## src/rtl/ysyx_25060170_pkg.sv

```systemverilog
// Shared types and constants for the NPC execution sequencer.
package ysyx_25060170_pkg;

  typedef enum logic [3:0] {
    S_FETCH_REQ  = 4'd0,
    S_FETCH_WAIT = 4'd1,
    S_DECODE     = 4'd2,
    S_EXEC       = 4'd3,
    S_MEM_REQ    = 4'd4,
    S_MEM_WAIT   = 4'd5,
    S_WB         = 4'd6,
    S_HALT       = 4'd7,
    S_ERR        = 4'd8
  } state_e;

  localparam logic [1:0] ERR_NONE    = 2'd0;
  localparam logic [1:0] ERR_IFU_TO  = 2'd1;
  localparam logic [1:0] ERR_LSU_TO  = 2'd2;
  localparam logic [1:0] ERR_ILLEGAL = 2'd3;

  localparam int DEF_MEM_TIMEOUT = 255;
  localparam int WD_W            = 16;

  // True while a memory request or its response is outstanding.
  function automatic logic is_mem_phase(input state_e s);
    return (s == S_FETCH_REQ) || (s == S_FETCH_WAIT) ||
           (s == S_MEM_REQ)   || (s == S_MEM_WAIT);
  endfunction

endpackage

```

## src/rtl/ysyx_25060170_watchdog.sv

```systemverilog
// Response watchdog shared by the fetch and load/store phases.
// expire is asserted in the limit-th cycle since the last clear; the count
// saturates there so the flag stays up until the next clear.
module ysyx_25060170_watchdog
  import ysyx_25060170_pkg::*;
#(
  parameter int W = WD_W
) (
  input  logic         clk,
  input  logic         rst_n,
  input  logic         clear,
  input  logic         enable,
  input  logic [W-1:0] limit,
  output logic         expire
);

  logic [W-1:0] cnt;

  assign expire = enable && (cnt >= (limit - W'(1)));

  // Count cycles spent waiting; restart whenever the sequencer leaves the memory phases.
  always_ff @(posedge clk or negedge rst_n) begin
    if (!rst_n) begin
      cnt <= '0;
    end else if (clear) begin
      cnt <= '0;
    end else if (enable && !expire) begin
      cnt <= cnt + W'(1);
    end else begin
      cnt <= cnt;
    end
  end

endmodule

```

## src/rtl/ysyx_25060170_exec_ctrl.sv

```systemverilog
// Multi-cycle instruction sequencer: fetch, decode, execute, memory, writeback.
// Request/strobe outputs are decoded from the state register; inst_we and the
// WB strobes qualify that state with the response or the stable decode flags.
module ysyx_25060170_exec_ctrl
  import ysyx_25060170_pkg::*;
#(
  parameter int MEM_TIMEOUT = DEF_MEM_TIMEOUT,
  parameter int CNT_W       = 64
) (
  input  logic             clk,
  input  logic             rst_n,
  output logic             ifu_req_valid,
  input  logic             ifu_req_ready,
  input  logic             ifu_rsp_valid,
  output logic             inst_we,
  input  logic             dec_is_load,
  input  logic             dec_is_store,
  input  logic             dec_regw,
  input  logic             dec_jump,
  input  logic             dec_ebreak,
  output logic             lsu_req_valid,
  input  logic             lsu_req_ready,
  input  logic             lsu_rsp_valid,
  output logic             gpr_we,
  output logic             pc_we,
  output logic             pc_sel_jump,
  output logic             halted,
  output logic             err,
  output logic [1:0]       err_code,
  output logic [CNT_W-1:0] cycle_cnt,
  output logic [CNT_W-1:0] instret
);

  state_e state;
  logic   wd_enable;
  logic   wd_clear;
  logic   wd_expire;
  logic   illegal;
  logic   retire;

  assign illegal   = dec_is_load && dec_is_store;
  assign wd_enable = is_mem_phase(state);
  assign wd_clear  = !wd_enable;
  assign retire    = (state == S_WB) || ((state == S_DECODE) && dec_ebreak && !illegal);

  assign ifu_req_valid = (state == S_FETCH_REQ);
  assign lsu_req_valid = (state == S_MEM_REQ);
  assign inst_we       = (state == S_FETCH_WAIT) && ifu_rsp_valid;
  assign pc_we         = (state == S_WB);
  assign gpr_we        = (state == S_WB) && dec_regw;
  assign pc_sel_jump   = (state == S_WB) && dec_jump;
  assign halted        = (state == S_HALT);
  assign err           = (state == S_ERR);

  ysyx_25060170_watchdog #(
    .W(WD_W)
  ) u_watchdog (
    .clk    (clk),
    .rst_n  (rst_n),
    .clear  (wd_clear),
    .enable (wd_enable),
    .limit  (WD_W'(MEM_TIMEOUT)),
    .expire (wd_expire)
  );

  // Sequencer state and latched error cause; a response in the expiry cycle wins.
  always_ff @(posedge clk or negedge rst_n) begin
    if (!rst_n) begin
      state    <= S_FETCH_REQ;
      err_code <= ERR_NONE;
    end else begin
      case (state)
        S_FETCH_REQ: begin
          if (wd_expire) begin
            state    <= S_ERR;
            err_code <= ERR_IFU_TO;
          end else if (ifu_req_ready) begin
            state <= S_FETCH_WAIT;
          end
        end
        S_FETCH_WAIT: begin
          if (ifu_rsp_valid) begin
            state <= S_DECODE;
          end else if (wd_expire) begin
            state    <= S_ERR;
            err_code <= ERR_IFU_TO;
          end
        end
        S_DECODE: begin
          if (illegal) begin
            state    <= S_ERR;
            err_code <= ERR_ILLEGAL;
          end else if (dec_ebreak) begin
            state <= S_HALT;
          end else begin
            state <= S_EXEC;
          end
        end
        S_EXEC: begin
          if (dec_is_load || dec_is_store) begin
            state <= S_MEM_REQ;
          end else begin
            state <= S_WB;
          end
        end
        S_MEM_REQ: begin
          if (wd_expire) begin
            state    <= S_ERR;
            err_code <= ERR_LSU_TO;
          end else if (lsu_req_ready) begin
            state <= S_MEM_WAIT;
          end
        end
        S_MEM_WAIT: begin
          if (lsu_rsp_valid) begin
            state <= S_WB;
          end else if (wd_expire) begin
            state    <= S_ERR;
            err_code <= ERR_LSU_TO;
          end
        end
        S_WB:   state <= S_FETCH_REQ;
        S_HALT: state <= S_HALT;
        S_ERR:  state <= S_ERR;
        default: begin
          state    <= S_ERR;
          err_code <= ERR_ILLEGAL;
        end
      endcase
    end
  end

  // Cycle and retired-instruction counters; both freeze once the core stops.
  always_ff @(posedge clk or negedge rst_n) begin
    if (!rst_n) begin
      cycle_cnt <= '0;
      instret   <= '0;
    end else begin
      if ((state != S_HALT) && (state != S_ERR)) begin
        cycle_cnt <= cycle_cnt + CNT_W'(1);
      end
      if (retire) begin
        instret <= instret + CNT_W'(1);
      end
    end
  end

endmodule
```

## config.mk

```make
export PLATFORM = sky130hd
export DESIGN_NAME = ysyx_25060170_exec_ctrl
export DESIGN_NICKNAME = d
export VERILOG_FILES = /design/src/rtl/ysyx_25060170_pkg.sv /design/src/rtl/ysyx_25060170_watchdog.sv /design/src/rtl/ysyx_25060170_exec_ctrl.sv
export SDC_FILE = /design/constraint.sdc
export NUM_CORES = 1
export LEC_CHECK = 0
export CORE_ASPECT_RATIO = 1.1
export CORE_MARGIN = 2
export CORE_UTILIZATION = 52
export DETAILED_ROUTE_END_ITERATION = 16
export GPL_ROUTABILITY_DRIVEN = 0
export PLACE_DENSITY_LB_ADDON = 0.15
export SYNTH_ARGS = -nofsm -noshare
export SYNTH_HDL_FRONTEND = slang
export SYNTH_SLANG_ARGS = --single-unit
```

## constraint.sdc

```tcl
create_clock -name clk -period 2.63 [get_ports clk]
set_input_delay 0.6575 -clock clk [delete_from_list [all_inputs] [get_ports clk]]
set_output_delay 0.6575 -clock clk [all_outputs]
set_load 0.02 [all_outputs]
```

==> metrics.txt <==
# TYPE chip_impl_metric gauge
chip_impl_metric{name="cellPowerDensity",unit="nW/µm²"} 631.0
chip_impl_info{name="grt.busiest_layer",value="met2"} 1
chip_impl_metric{name="internal_power",unit="mW"} 4.479
chip_impl_metric{name="die_width",unit="µm"} 116.8
chip_impl_metric{name="place_area",unit="µm²"} 9104
chip_impl_metric{name="cp.required",unit="ns"} 1.97
chip_impl_metric{name="fp.coreArea",unit="µm²"} 13740
chip_impl_metric{name="cp_max_fo",unit=""} 2
chip_impl_metric{name="clock_insertion_delay_worst_skew",unit="ns"} 0.42
chip_impl_info{name="start_kind",value="input pin"} 1
chip_impl_metric{name="grtUsageMet2",unit=""} 0.4186
chip_impl_metric{name="dp_hpwl",unit="µm"} 13210
chip_impl_metric{name="combinational_share_of_power",unit=""} 0.169
chip_impl_metric{name="synth_async_sr_flop_share",unit=""} 1.000
chip_impl_metric{name="grt_first_pass_wirelength",unit="µm"} 29980
chip_impl_metric{name="groute.layer.met3.usage",unit=""} 0.05485
chip_impl_metric{name="num_antenna_cells",unit=""} 0
chip_impl_metric{name="antenna_found_initial",unit=""} 0
chip_impl_metric{name="finalWorstPathRequiredPeriod",unit="ns"} 2.436
chip_impl_metric{name="synth-seq-area-share",unit=""} 0.5158
chip_impl_metric{name="cts_sinks",unit=""} 150
chip_impl_metric{name="area_delta_synth_final",unit="%"} 33.61
chip_impl_metric{name="fp-row-count",unit=""} 45
chip_impl_metric{name="setup_viol",unit=""} 0
chip_impl_metric{name="grt_max_degree",unit=""} 63
chip_impl_metric{name="cts-buffers-inserted",unit=""} 17
chip_impl_metric{name="timing.final.hold_violations",unit=""} 0
chip_impl_metric{name="synth.avg_cell_area",unit="µm²"} 10.29
chip_impl_metric{name="fmax",unit="MHz"} 410.5
chip_impl_metric{name="ant_nets",unit=""} 0
chip_impl_info{name="rsz_0062_raised_after_global_routing",value="no"} 1
chip_impl_metric{name="count_of_unique_library_cells_instantiated_by_yosys",unit=""} 52
chip_impl_metric{name="top_level_ports",unit=""} 149
chip_impl_metric{name="grt_pass1_vias",unit=""} 5924
chip_impl_metric{name="final_net_count",unit=""} 899
chip_impl_metric{name="gr-usage-met1",unit=""} 0.3386
chip_impl_metric{name="dp_slack",unit="ns"} -0.08998
chip_impl_metric{name="path_clk_slew",unit="ns"} 0.06
chip_impl_metric{name="number_of_pins_exceeding_their_max_slew_limit_in_the_final_report",unit=""} 0
chip_impl_metric{name="p_sw",unit="mW"} 1.657
chip_impl_info{name="worstSetupPathType",value="in -> out"} 1
chip_impl_metric{name="worst_path_largest_cell_delay",unit="ns"} 0.46
chip_impl_info{name="synth_top_cell_by_area",value="sky130_fd_sc_hd__dfrtp_1"} 1
chip_impl_metric{name="max_capacitance_violation_count",unit=""} 0
chip_impl_metric{name="route.vias.total",unit=""} 6006
chip_impl_metric{name="ff_latch_area",unit="µm²"} 3756
chip_impl_metric{name="worst-endpoint-arrival",unit="ns"} 1.78
chip_impl_info{name="synth_ff_type",value="sky130_fd_sc_hd__dfrtp_1"} 1
chip_impl_metric{name="power.total",unit="mW"} 6.135
chip_impl_info{name="cp_top_family",value="buffers and inverters"} 1
chip_impl_metric{name="drt_wl_total",unit="µm"} 18320
chip_impl_metric{name="post_synth_instance_area",unit="µm²"} 7277
chip_impl_info{name="cts_tree",value="done"} 1
chip_impl_info{name="crit_path_top_delay_cell",value="sky130_fd_sc_hd__clkdlybuf4s50_1"} 1
chip_impl_metric{name="cts_htree_levels",unit=""} 4
chip_impl_metric{name="die-height",unit="µm"} 128.1
chip_impl_metric{name="drt_first_iter_violations",unit=""} 459
chip_impl_info{name="min_delay_path_class",value="in -> async"} 1
chip_impl_metric{name="worst_slew_pin_slew",unit="ns"} 0.5609
chip_impl_metric{name="clock_power_share",unit=""} 0.402
chip_impl_metric{name="number_of_instances_in_the_synthesized_netlist",unit=""} 707
chip_impl_info{name="synth.most_common_cell",value="sky130_fd_sc_hd__dfrtp_1"} 1
chip_impl_metric{name="filler_cell_count",unit=""} 1068
chip_impl_metric{name="drc_violation_count_after_routing",unit=""} 0
chip_impl_info{name="root_buffer",value="sky130_fd_sc_hd__clkbuf_16"} 1
chip_impl_metric{name="synth_top_area_share",unit=""} 0.5158
chip_impl_metric{name="grt-ovfl-total",unit=""} 0
chip_impl_metric{name="slew_headroom",unit=""} 0.6226
chip_impl_metric{name="gr-usage-all-layers",unit=""} 0.2567
chip_impl_metric{name="p_leak",unit="nW"} 4.342
chip_impl_info{name="worstPathCellList",value="clkdlybuf4s50_1 > nor2b_1 > and3_1 > dlygate4sd2_1"} 1
chip_impl_metric{name="vias_per_cell",unit=""} 5.541
chip_impl_metric{name="power.sequential.fraction",unit=""} 0.429
chip_impl_metric{name="critPathBufInv",unit=""} 2
chip_impl_info{name="synth_area_leaders",value="sky130_fd_sc_hd__dfrtp_1, sky130_fd_sc_hd__xor2_1, sky130_fd_sc_hd__xnor2_1, sky130_fd_sc_hd__nand3_1, sky130_fd_sc_hd__nand2_1"} 1
chip_impl_metric{name="holdWs",unit="ns"} 0.1296
chip_impl_metric{name="synth-edff-count",unit=""} 0
chip_impl_metric{name="drt_first_pass_iters",unit=""} 5
chip_impl_metric{name="number_of_flip_flops_and_latches_in_the_synthesized_netlist",unit=""} 150
chip_impl_metric{name="sw_ratio",unit=""} 0.2700
chip_impl_metric{name="timing.clock.skew",unit="ns"} 0.009935
chip_impl_info{name="synth_commonest_cells",value="sky130_fd_sc_hd__dfrtp_1, sky130_fd_sc_hd__nand2_1, sky130_fd_sc_hd__xor2_1"} 1
chip_impl_metric{name="yosysWarningCount",unit=""} 0
chip_impl_metric{name="drive_above_1_share",unit=""} 0.09040
chip_impl_metric{name="post-route-worst-setup-slack",unit="ns"} 0.1938
chip_impl_metric{name="cts_max_path_buffers",unit=""} 2
chip_impl_metric{name="dieArea",unit="µm²"} 14960
chip_impl_metric{name="postLayoutCellArea",unit="µm²"} 9723
chip_impl_info{name="run_status",value="completed"} 1
chip_impl_metric{name="number_of_port_buffers",unit=""} 148
chip_impl_metric{name="timing.final.crit_share",unit=""} 0.9263
chip_impl_metric{name="cts_hold_repair.buffers",unit=""} 0
chip_impl_metric{name="area_of_combinational_cells_with_multiple_inputs",unit="µm²"} 3385
chip_impl_metric{name="synthesis.nets",unit=""} 722
chip_impl_metric{name="wl_per_cell",unit="µm"} 16.90
chip_impl_metric{name="initial_utilization",unit=""} 0.5297
chip_impl_info{name="endpoint_kind",value="primary output"} 1
chip_impl_metric{name="max-vdd-ir-drop",unit="µV"} 446.6
-- placed cells by master (no fill, tap or decap), types with 3 or more instances in the layout --
master,synthesis,routed
sky130_fd_sc_hd__buf_4,3,24
sky130_fd_sc_hd__nand3_1,55,55
sky130_fd_sc_hd__nor3_1,42,42
sky130_fd_sc_hd__clkbuf_16,0,17
sky130_fd_sc_hd__bufinv_16,0,3
sky130_fd_sc_hd__nand4_1,41,41
sky130_fd_sc_hd__nor3_2,6,6
sky130_fd_sc_hd__dlygate4sd2_1,0,6
sky130_fd_sc_hd__and4_1,10,10
sky130_fd_sc_hd__nor3b_1,3,3
sky130_fd_sc_hd__and3_1,17,17
sky130_fd_sc_hd__nor4_1,21,21
sky130_fd_sc_hd__xor2_1,68,68
sky130_fd_sc_hd__o21ai_0,6,6
sky130_fd_sc_hd__dfrtp_1,150,148
sky130_fd_sc_hd__and2_1,13,13
sky130_fd_sc_hd__clkdlybuf4s50_1,0,139
sky130_fd_sc_hd__inv_1,15,15
sky130_fd_sc_hd__o22ai_1,3,3
sky130_fd_sc_hd__clkinv_2,0,4
sky130_fd_sc_hd__xnor2_1,63,63
sky130_fd_sc_hd__or2_2,4,4
sky130_fd_sc_hd__ha_1,4,4
sky130_fd_sc_hd__nand2_1,72,72
sky130_fd_sc_hd__clkbuf_8,0,3
sky130_fd_sc_hd__nor2b_1,3,3
sky130_fd_sc_hd__nor2_1,61,61
-- metrics by stage --
stage / utilization / std cells / setup TNS [ns]
2_1_floorplan: - / 707 / 0
3_3_place_gp: 0.6627 / 1051 / -0.03590
3_5_place_dp: 0.6627 / 1051 / -0.1092
4_1_cts: 0.7071 / 1084 / 0
5_1_grt: 0.7077 / 1084 / 0
6_report: 0.7077 / 1084 / 0
-- logic make-up (layout without fill, tap and decap cells) --
kind of cell / count (synthesis) / after routing / share of synthesized area
AO/OA/AOI/OAI: 23 / 23 / 0.02218
XOR/XNOR: 131 / 131 / 0.1577
adder cells (fa/ha/maj): 4 / 4 / 0.006878
buffers and inverters: 31 / 220 / 0.01926
flip-flops: 150 / 150 / 0.5158
multiplexers: 3 / 3 / 0.004470
AND/OR/NAND/NOR: 365 / 365 / 0.2737
-- per-layer routing --
layer  vias to the layer above  wire length [µm]
met1                      2956              7890
li1                       2827                 -
met2                       196              9032
met3                        27              1016
met5                         -                 0
met4                         0               384
-- registers in the layout, indices dropped and copies added, names as in the netlist --
register        cells
instret            64
err_code            2
state               4
cycle_cnt          64
u_watchdog.cnt     16
-- power by group through the flow --
stage | clock, mW | combinational, mW | sequential, mW
2_1_floorplan | 0 | 0.528 | 2.70
3_3_place_gp | 0 | 1.01 | 2.65
3_5_place_dp | 0 | 1.03 | 2.67
4_1_cts | 2.50 | 1.05 | 2.63
5_1_grt | 2.60 | 1.13 | 2.65
6_report | 2.47 | 1.04 | 2.63
-- layout make-up --
| class | instances | share of cell area |
|---|---|---|
| clock buffer | 22 | 0.04877 |
| clock inverter | 9 | 0.01287 |
| inverter | 15 | 0.005791 |
| multi-input combinational | 526 | 0.3481 |
| sequential | 150 | 0.3863 |
| tap | 188 | 0.02419 |
| timing repair buffer | 174 | 0.1740 |
-- repair_timing --
| action | in CTS | in global routing |
|---|---|---|
| setup endpoints to repair | 8 | 2 |
| cloned | 0 | 0 |
| gates resized for setup | 9 | 3 |
| setup buffers | 2 | 0 |
-- path summary, 6_finish.rpt --
check                              start       endpoint  slack [ns]  depth (start not counted)
min in group clk           cycle_cnt[63]  cycle_cnt[63]        0.47                          1
max reg2reg                     state[1]  cycle_cnt[37]        0.38                          5
max                        ifu_rsp_valid        inst_we        0.19                          4
min reg2reg                cycle_cnt[63]  cycle_cnt[63]        0.47                          1
min                                rst_n  cycle_cnt[14]        0.13                          1
max in group asynchronous          rst_n       state[1]        1.82                          2
Note: power is estimated with default switching activity, not from simulation.
